[config.mk]
export PLATFORM = sky130hd
export DESIGN_NAME = cache_line_xfer
export DESIGN_NICKNAME = d
export VERILOG_FILES = /design/src/rtl/cache_pkg.sv /design/src/rtl/cache_line_xfer_tag_pipe.sv /design/src/rtl/cache_line_xfer.sv
export SDC_FILE = /design/constraint.sdc
export NUM_CORES = 1
export LEC_CHECK = 0
export CAP_MARGIN = 20
export CORE_ASPECT_RATIO = 1.1
export CORE_MARGIN = 5
export CORE_UTILIZATION = 40
export DETAILED_ROUTE_END_ITERATION = 6
export PLACE_DENSITY = 0.91
export SYNTH_ARGS = -nofsm -noshare
export SYNTH_HDL_FRONTEND = slang
export SYNTH_HIERARCHICAL = 1
export SYNTH_SLANG_ARGS = --single-unit
[constraint.sdc]
create_clock -name clk -period 5.5 [get_ports clk]
set_input_delay 1.375 -clock clk [delete_from_list [all_inputs] [get_ports clk]]
set_output_delay 1.375 -clock clk [all_outputs]
set_load 0.05 [all_outputs]
[src/rtl/cache_pkg.sv]
// Shared types and constants for the cache line-transfer sequencer.
package cache_pkg;

  localparam int WORDS_PER_LINE = 4;
  localparam int OFFSET_W       = 3;
  localparam int CACHE_ADDR_W   = 16;
  localparam int LINE_ADDR_W    = CACHE_ADDR_W - OFFSET_W;

  typedef enum logic [2:0] {
    XFER_IDLE,
    XFER_WB,
    XFER_FILL,
    XFER_DRAIN,
    XFER_DONE
  } xfer_state_t;

  // Main memory is word-interleaved: the bank is the word index within the line.
  function automatic logic [1:0] bank_of(input logic [OFFSET_W-1:0] byte_off);
    return 2'(byte_off >> 1);
  endfunction

endpackage

[src/rtl/cache_line_xfer_tag_pipe.sv]
// xfer_tag_pipe: DEPTH-stage shift register of {valid, word} that marks when
// each issued memory read returns its data.
module xfer_tag_pipe #(
  parameter int DEPTH = 2
) (
  input  logic       clk,
  input  logic       rst,
  input  logic       in_valid,
  input  logic [1:0] in_word,
  output logic       out_valid,
  output logic [1:0] out_word
);

  logic [DEPTH-1:0] valid_reg;
  logic [1:0]       word_reg [DEPTH];

  for (genvar gi = 0; gi < DEPTH; gi++) begin : g_stage
    if (gi == 0) begin : g_head
      always_ff @(posedge clk) begin
        if (rst) begin
          valid_reg[gi] <= 1'b0;
          word_reg[gi]  <= '0;
        end else begin
          valid_reg[gi] <= in_valid;
          word_reg[gi]  <= in_word;
        end
      end
    end else begin : g_body
      always_ff @(posedge clk) begin
        if (rst) begin
          valid_reg[gi] <= 1'b0;
          word_reg[gi]  <= '0;
        end else begin
          valid_reg[gi] <= valid_reg[gi-1];
          word_reg[gi]  <= word_reg[gi-1];
        end
      end
    end
  end

  assign out_valid = valid_reg[DEPTH-1];
  assign out_word  = word_reg[DEPTH-1];

endmodule

[src/rtl/cache_line_xfer.sv]
// Line-transfer sequencer: optional victim writeback, then a 4-word line fill
// with per-bank busy stalls. Macro CACHE_XFER_CRIT_WORD_FIRST_EN enables
// critical-word-first fill order and the crit_ready pulse.
module cache_line_xfer
  import cache_pkg::*;
#(
  parameter int RD_LAT = 2,
  parameter int ADDR_W = CACHE_ADDR_W,
  parameter int DATA_W = 16
) (
  input  logic                       clk,
  input  logic                       rst,
  input  logic                       start,
  input  logic                       evict,
  input  logic [ADDR_W-OFFSET_W-1:0] fill_addr,
  input  logic [ADDR_W-OFFSET_W-1:0] wb_addr,
  input  logic [1:0]                 req_word,
  output logic                       ack,
  output logic                       done,
  output logic                       crit_ready,
  output logic                       c_enable,
  output logic                       c_write,
  output logic                       comp,
  output logic [OFFSET_W-1:0]        c_offset,
  output logic                       c_valid_in,
  output logic [DATA_W-1:0]          c_data_out,
  input  logic [DATA_W-1:0]          c_data_in,
  output logic [ADDR_W-1:0]          m_addr,
  output logic                       m_rd,
  output logic                       m_wr,
  output logic [DATA_W-1:0]          m_data_out,
  input  logic [DATA_W-1:0]          m_data_in,
  input  logic [3:0]                 m_busy
);

  localparam int LA_W = ADDR_W - OFFSET_W;

  xfer_state_t     state_reg, state_next;
  logic [2:0]      icnt_reg, icnt_next;
  logic [2:0]      wcnt_reg, wcnt_next;
  logic [LA_W-1:0] fill_addr_reg, wb_addr_reg;
  logic            accept;
  logic [1:0]      base_word;
  logic [1:0]      issue_word;
  logic            issue_ok;
  logic            tag_in_valid;
  logic            fill_write;
  logic [1:0]      fill_word;

  assign accept = (state_reg == XFER_IDLE) && start;

`ifdef CACHE_XFER_CRIT_WORD_FIRST_EN
  logic [1:0] req_word_reg;

  always_ff @(posedge clk) begin
    if (rst) begin
      req_word_reg <= '0;
    end else if (accept) begin
      req_word_reg <= req_word;
    end
  end

  assign base_word  = req_word_reg;
  assign crit_ready = fill_write && (fill_word == req_word_reg);
`else
  logic unused_req_word;
  assign unused_req_word = ^req_word;
  assign base_word       = 2'd0;
  assign crit_ready      = 1'b0;
`endif

  // Fill order rotates from base_word; writeback always walks 0..3.
  assign issue_word   = (state_reg == XFER_FILL) ? base_word + icnt_reg[1:0] : icnt_reg[1:0];
  assign issue_ok     = !m_busy[bank_of({issue_word, 1'b0})];
  assign tag_in_valid = (state_reg == XFER_FILL) && issue_ok;
  assign comp         = 1'b0;

  xfer_tag_pipe #(
    .DEPTH (RD_LAT)
  ) u_tag_pipe (
    .clk       (clk),
    .rst       (rst),
    .in_valid  (tag_in_valid),
    .in_word   (issue_word),
    .out_valid (fill_write),
    .out_word  (fill_word)
  );

  always_ff @(posedge clk) begin
    if (rst) begin
      state_reg     <= XFER_IDLE;
      icnt_reg      <= '0;
      wcnt_reg      <= '0;
      fill_addr_reg <= '0;
      wb_addr_reg   <= '0;
    end else begin
      state_reg <= state_next;
      icnt_reg  <= icnt_next;
      wcnt_reg  <= wcnt_next;
      if (accept) begin
        fill_addr_reg <= fill_addr;
        wb_addr_reg   <= wb_addr;
      end
    end
  end

  always_comb begin
    state_next = state_reg;
    icnt_next  = icnt_reg;
    wcnt_next  = fill_write ? wcnt_reg + 3'd1 : wcnt_reg;
    ack        = 1'b0;
    done       = 1'b0;
    c_enable   = 1'b0;
    c_write    = 1'b0;
    c_offset   = '0;
    c_valid_in = 1'b0;
    c_data_out = '0;
    m_addr     = '0;
    m_rd       = 1'b0;
    m_wr       = 1'b0;
    m_data_out = '0;

    case (state_reg)
      XFER_IDLE: begin
        ack = start && !rst;
        if (start) begin
          icnt_next  = '0;
          wcnt_next  = '0;
          state_next = evict ? XFER_WB : XFER_FILL;
        end
      end
      XFER_WB: begin
        if (issue_ok) begin
          c_enable   = 1'b1;
          c_offset   = {issue_word, 1'b0};
          m_wr       = 1'b1;
          m_addr     = {wb_addr_reg, issue_word, 1'b0};
          m_data_out = c_data_in;
          if (icnt_reg == 3'(WORDS_PER_LINE - 1)) begin
            icnt_next  = '0;
            state_next = XFER_FILL;
          end else begin
            icnt_next = icnt_reg + 3'd1;
          end
        end
      end
      XFER_FILL: begin
        if (issue_ok) begin
          m_rd      = 1'b1;
          m_addr    = {fill_addr_reg, issue_word, 1'b0};
          icnt_next = icnt_reg + 3'd1;
          if (icnt_reg == 3'(WORDS_PER_LINE - 1)) begin
            state_next = XFER_DRAIN;
          end
        end
      end
      XFER_DRAIN: begin
        if (fill_write && (wcnt_reg == 3'(WORDS_PER_LINE - 1))) begin
          state_next = XFER_DONE;
        end
      end
      XFER_DONE: begin
        done       = 1'b1;
        state_next = XFER_IDLE;
      end
      default: state_next = XFER_IDLE;
    endcase

    // Returning read data lands in the cache; never coincides with a writeback.
    if (fill_write) begin
      c_enable   = 1'b1;
      c_write    = 1'b1;
      c_valid_in = 1'b1;
      c_offset   = {fill_word, 1'b0};
      c_data_out = m_data_in;
    end
  end

endmodule
==> results.yml <==
synthesis:
  syn_area_um2: 2123
  avgSynthCellArea_um2: 8.262
  syn_inst: 257
  yosys.area_share.simple_pct: 30.58
  ys_warn_count: 6
  synth_ff_type: "dfxtp_1"
  synth_compound_area_share_pct: 16.21
  yosys.area_share.adder_pct: 2.946
  synth_top_family_by_area: "simple AND/OR/NAND/NOR gates"
  yosysUniqueCellTypes: 40
  yosysSeqAreaShare_pct: 38.66
  ys_seq_elements: 41
  synthMuxAreaShare_pct: 3.418
  yosys.area_share.xor_xnor_pct: 0.8250
  synth_edf_count: 0
  synthArstFlopShare_pct: 0
routing:
  routed.top_layer: "met4"
  wl_met2_mm: 3.604
  ant_nets: 0
  dr.pass1.iters: 4
  wl_met1_mm: 2.611
  wl_mm: 6.932
  drt_iter0_markers: 104
  num_vias: 2174
  wl_met3_um: 635
  drc: 0
  wl_per_cell_um: 16.27
  drt-vias-per-instance: 5.103
setup_path:
  critical_path_arrival_ns: 3.54
  worstPathMaxFanout: 15
  cp_slowest_cell: "nor3b_4"
  crit_chain: "clkdlybuf4s50_1 > mux4_2 > nor3b_4 > a22o_2 > buf_12"
  crit_type: "primary input to primary output"
  worst-path-buf-inv: 2
  critPathLaunch: "m_busy[3]"
  max_stage_delay_ns: 0.67
  path_delay_family: "simple AND/OR/NAND/NOR gates"
  cp-start-kind: "primary input"
  worstPathRequired_ns: 4.12
  r2r_start: "icnt_reg[0]"
  critical_path.endpoint_type: "primary output"
power_and_ir_drop:
  ir_drop_uv: 226.8
  pwr_density_cell_nw_per_um2: 194.2
  p_total_uw: 725.9
  p_leak_nw: 1.431
timing:
  finalCriticalPeriod_ns: 4.918
  worst-slew-pin-transition_ns: 0.7545
  finalSetupViolations: 0
  clock_skew_ns: 0.004776
  rsz0062_at_grt: "no"
  clock.fmax_ghz: 0.2033
  final.setup.tns_ns: 0
  fin_crit_sh_pct: 89.42
  drv_slew: 0
  hold_slack_ns: 0.4403
  relSlewSlack_pct: 49.63
  finalHoldViolCount: 0
global_routing:
  track_usage_pct: 19.99
  grt_pass1_vias: 2187
  antenna_found_initial: 0
  grt_max_degree: 42
  grt_pass1_wl_mm: 10.85
  grt-ovfl-total: 0
clocking:
  clock_latency_ns: 0.29
  ctsResizeCount: 0
  tritoncts: "yes"
  htree_levels: 2
  clock_sinks: 41
  ctsHoldBuffers: 0
  clk_pin_slew_ns: 0.07
  cts_buffer_depth: 2
  cts_buffers: 5
  cts_setup_buffers: 0
  cts-root-buf: "clkbuf_8"
floorplanning:
  die-area_um2: 6867
  die_y_um: 86.42
  die_x_um: 79.47
  ios: 128
  core_um2: 5067
  initial_core_util_pct: 41.90
  core.rowCount: 27
placed_design:
  dp.cells: 418
  post_dp_cell_area_um2: 3636
  hpwlAfterDp_mm: 5.223
  portBuffers: 121
  routabilityCongestion: 0.8074
layout:
  drive_gt1_share_pct: 17.66
  syn_to_final_growth_pct: 76.02
  num-nets-final: 440
  final_cells: 426
  final_cell_area_um2: 3737
  n_antenna_cell: 0
flow_run:
  drv_cap: 0
run_status:
  status: "finished clean"
worst_hold_path:
  min_path_type: "flip-flop to flip-flop"
  min_from: "u_tag_pipe/word_reg[0][0]"
worst paths after layout:
kind	endpoint	slack, ns	cells past startpoint
setup / recovery	m_addr[7]	0.58	5
hold / removal	u_tag_pipe/word_reg[1][0]	0.44	1
setup reg to reg	u_tag_pipe/valid_reg[0]	3.43	3
hold reg to reg	u_tag_pipe/word_reg[1][0]	0.44	1
power by group:
part | total, mW | internal, mW | switching [mW]
sequential | 0.325 | 0.312 | 0.0124
combinational | 0.187 | 0.0932 | 0.0934
clock | 0.214 | 0.113 | 0.101
total | 0.726 | 0.519 | 0.207
cells in the mapped netlist (all sizes together), types with 2 or more instances:
master  number  area share [%]
and2        33             9.7
nand3b       2            0.71
nand2       55             9.7
a22o        14             6.5
nor2b        7             2.1
a21oi       27             6.4
ha           5             2.9
o21ai        2            0.47
nor2         6             1.1
dfxtp       41              39
buf         15             4.5
nor3b        4             1.9
xnor2        2            0.83
nand2b       3            0.88
mux2i        5             2.4
o211ai       2            0.71
inv          5            0.88
nor3         5             1.7
clkbuf      10             1.8
layout by cell type (no fill, tap or decap), types with 2 or more instances in the layout:
| cell | netlist | layout |
|---|---|---|
| nor3_1 | 4 | 4 |
| nor2_1 | 6 | 6 |
| inv_1 | 5 | 5 |
| nor2b_1 | 7 | 7 |
| o21ai_0 | 2 | 2 |
| buf_4 | 6 | 6 |
| nor3b_1 | 3 | 3 |
| clkdlybuf4s50_1 | 0 | 87 |
| buf_12 | 0 | 32 |
| nand2b_1 | 3 | 3 |
| and2_1 | 33 | 33 |
| ha_1 | 5 | 5 |
| conb_1 | 1 | 4 |
| xnor2_1 | 2 | 2 |
| mux2i_1 | 5 | 5 |
| a21oi_1 | 27 | 27 |
| a22o_2 | 13 | 13 |
| dfxtp_1 | 41 | 41 |
| nand3b_1 | 2 | 2 |
| nand2_1 | 55 | 55 |
| clkbuf_8 | 0 | 7 |
| o211ai_1 | 2 | 2 |
worst register-to-register path: stages, from the launching register on:
cell and delay [ns]:
dfxtp_1 0.45, mux4_2 0.68, nor3b_4 0.67, nor2b_1 0.21
logic make-up (layout without fill, tap and decap cells):
group	Yosys count	after routing
AOI/OAI and AO/OA	49	49
and+or+nand+nor	123	123
adders and majority gates	5	5
xor gates and xnor gates	2	2
DFF	41	41
other	1	4
muxes	6	6
buffers and inverters	30	138
through the flow:
step	utilization, %	setup WS, ns
after floorplan	-	0.6937
after global placement	71.75	0.6446
after detailed placement	71.75	0.6108
after CTS	73.75	0.6054
after global routing	73.75	0.5315
final	73.75	0.5816
layer usage:
| metal | track usage [%] | up-vias |
|---|---|---|
| met2 | 37.43 | 101 |
| met3 | 5.198 | 10 |
| li1 | - | 1067 |
| met4 | 4.063 | 0 |
| met5 | 0 | - |
| met1 | 22.58 | 996 |
layout make-up:
cell class / instances / area (um^2)
tap: 58 / 72.57
clock inverter: 1 / 5.005
sequential: 41 / 820.8
fill: 363 / 1330
multi-input combinational: 189 / 1167
timing repair buffer: 125 / 1556
clock buffer: 7 / 96.34
inverter: 5 / 18.77
Note: power is estimated with default switching activity, not from simulation.
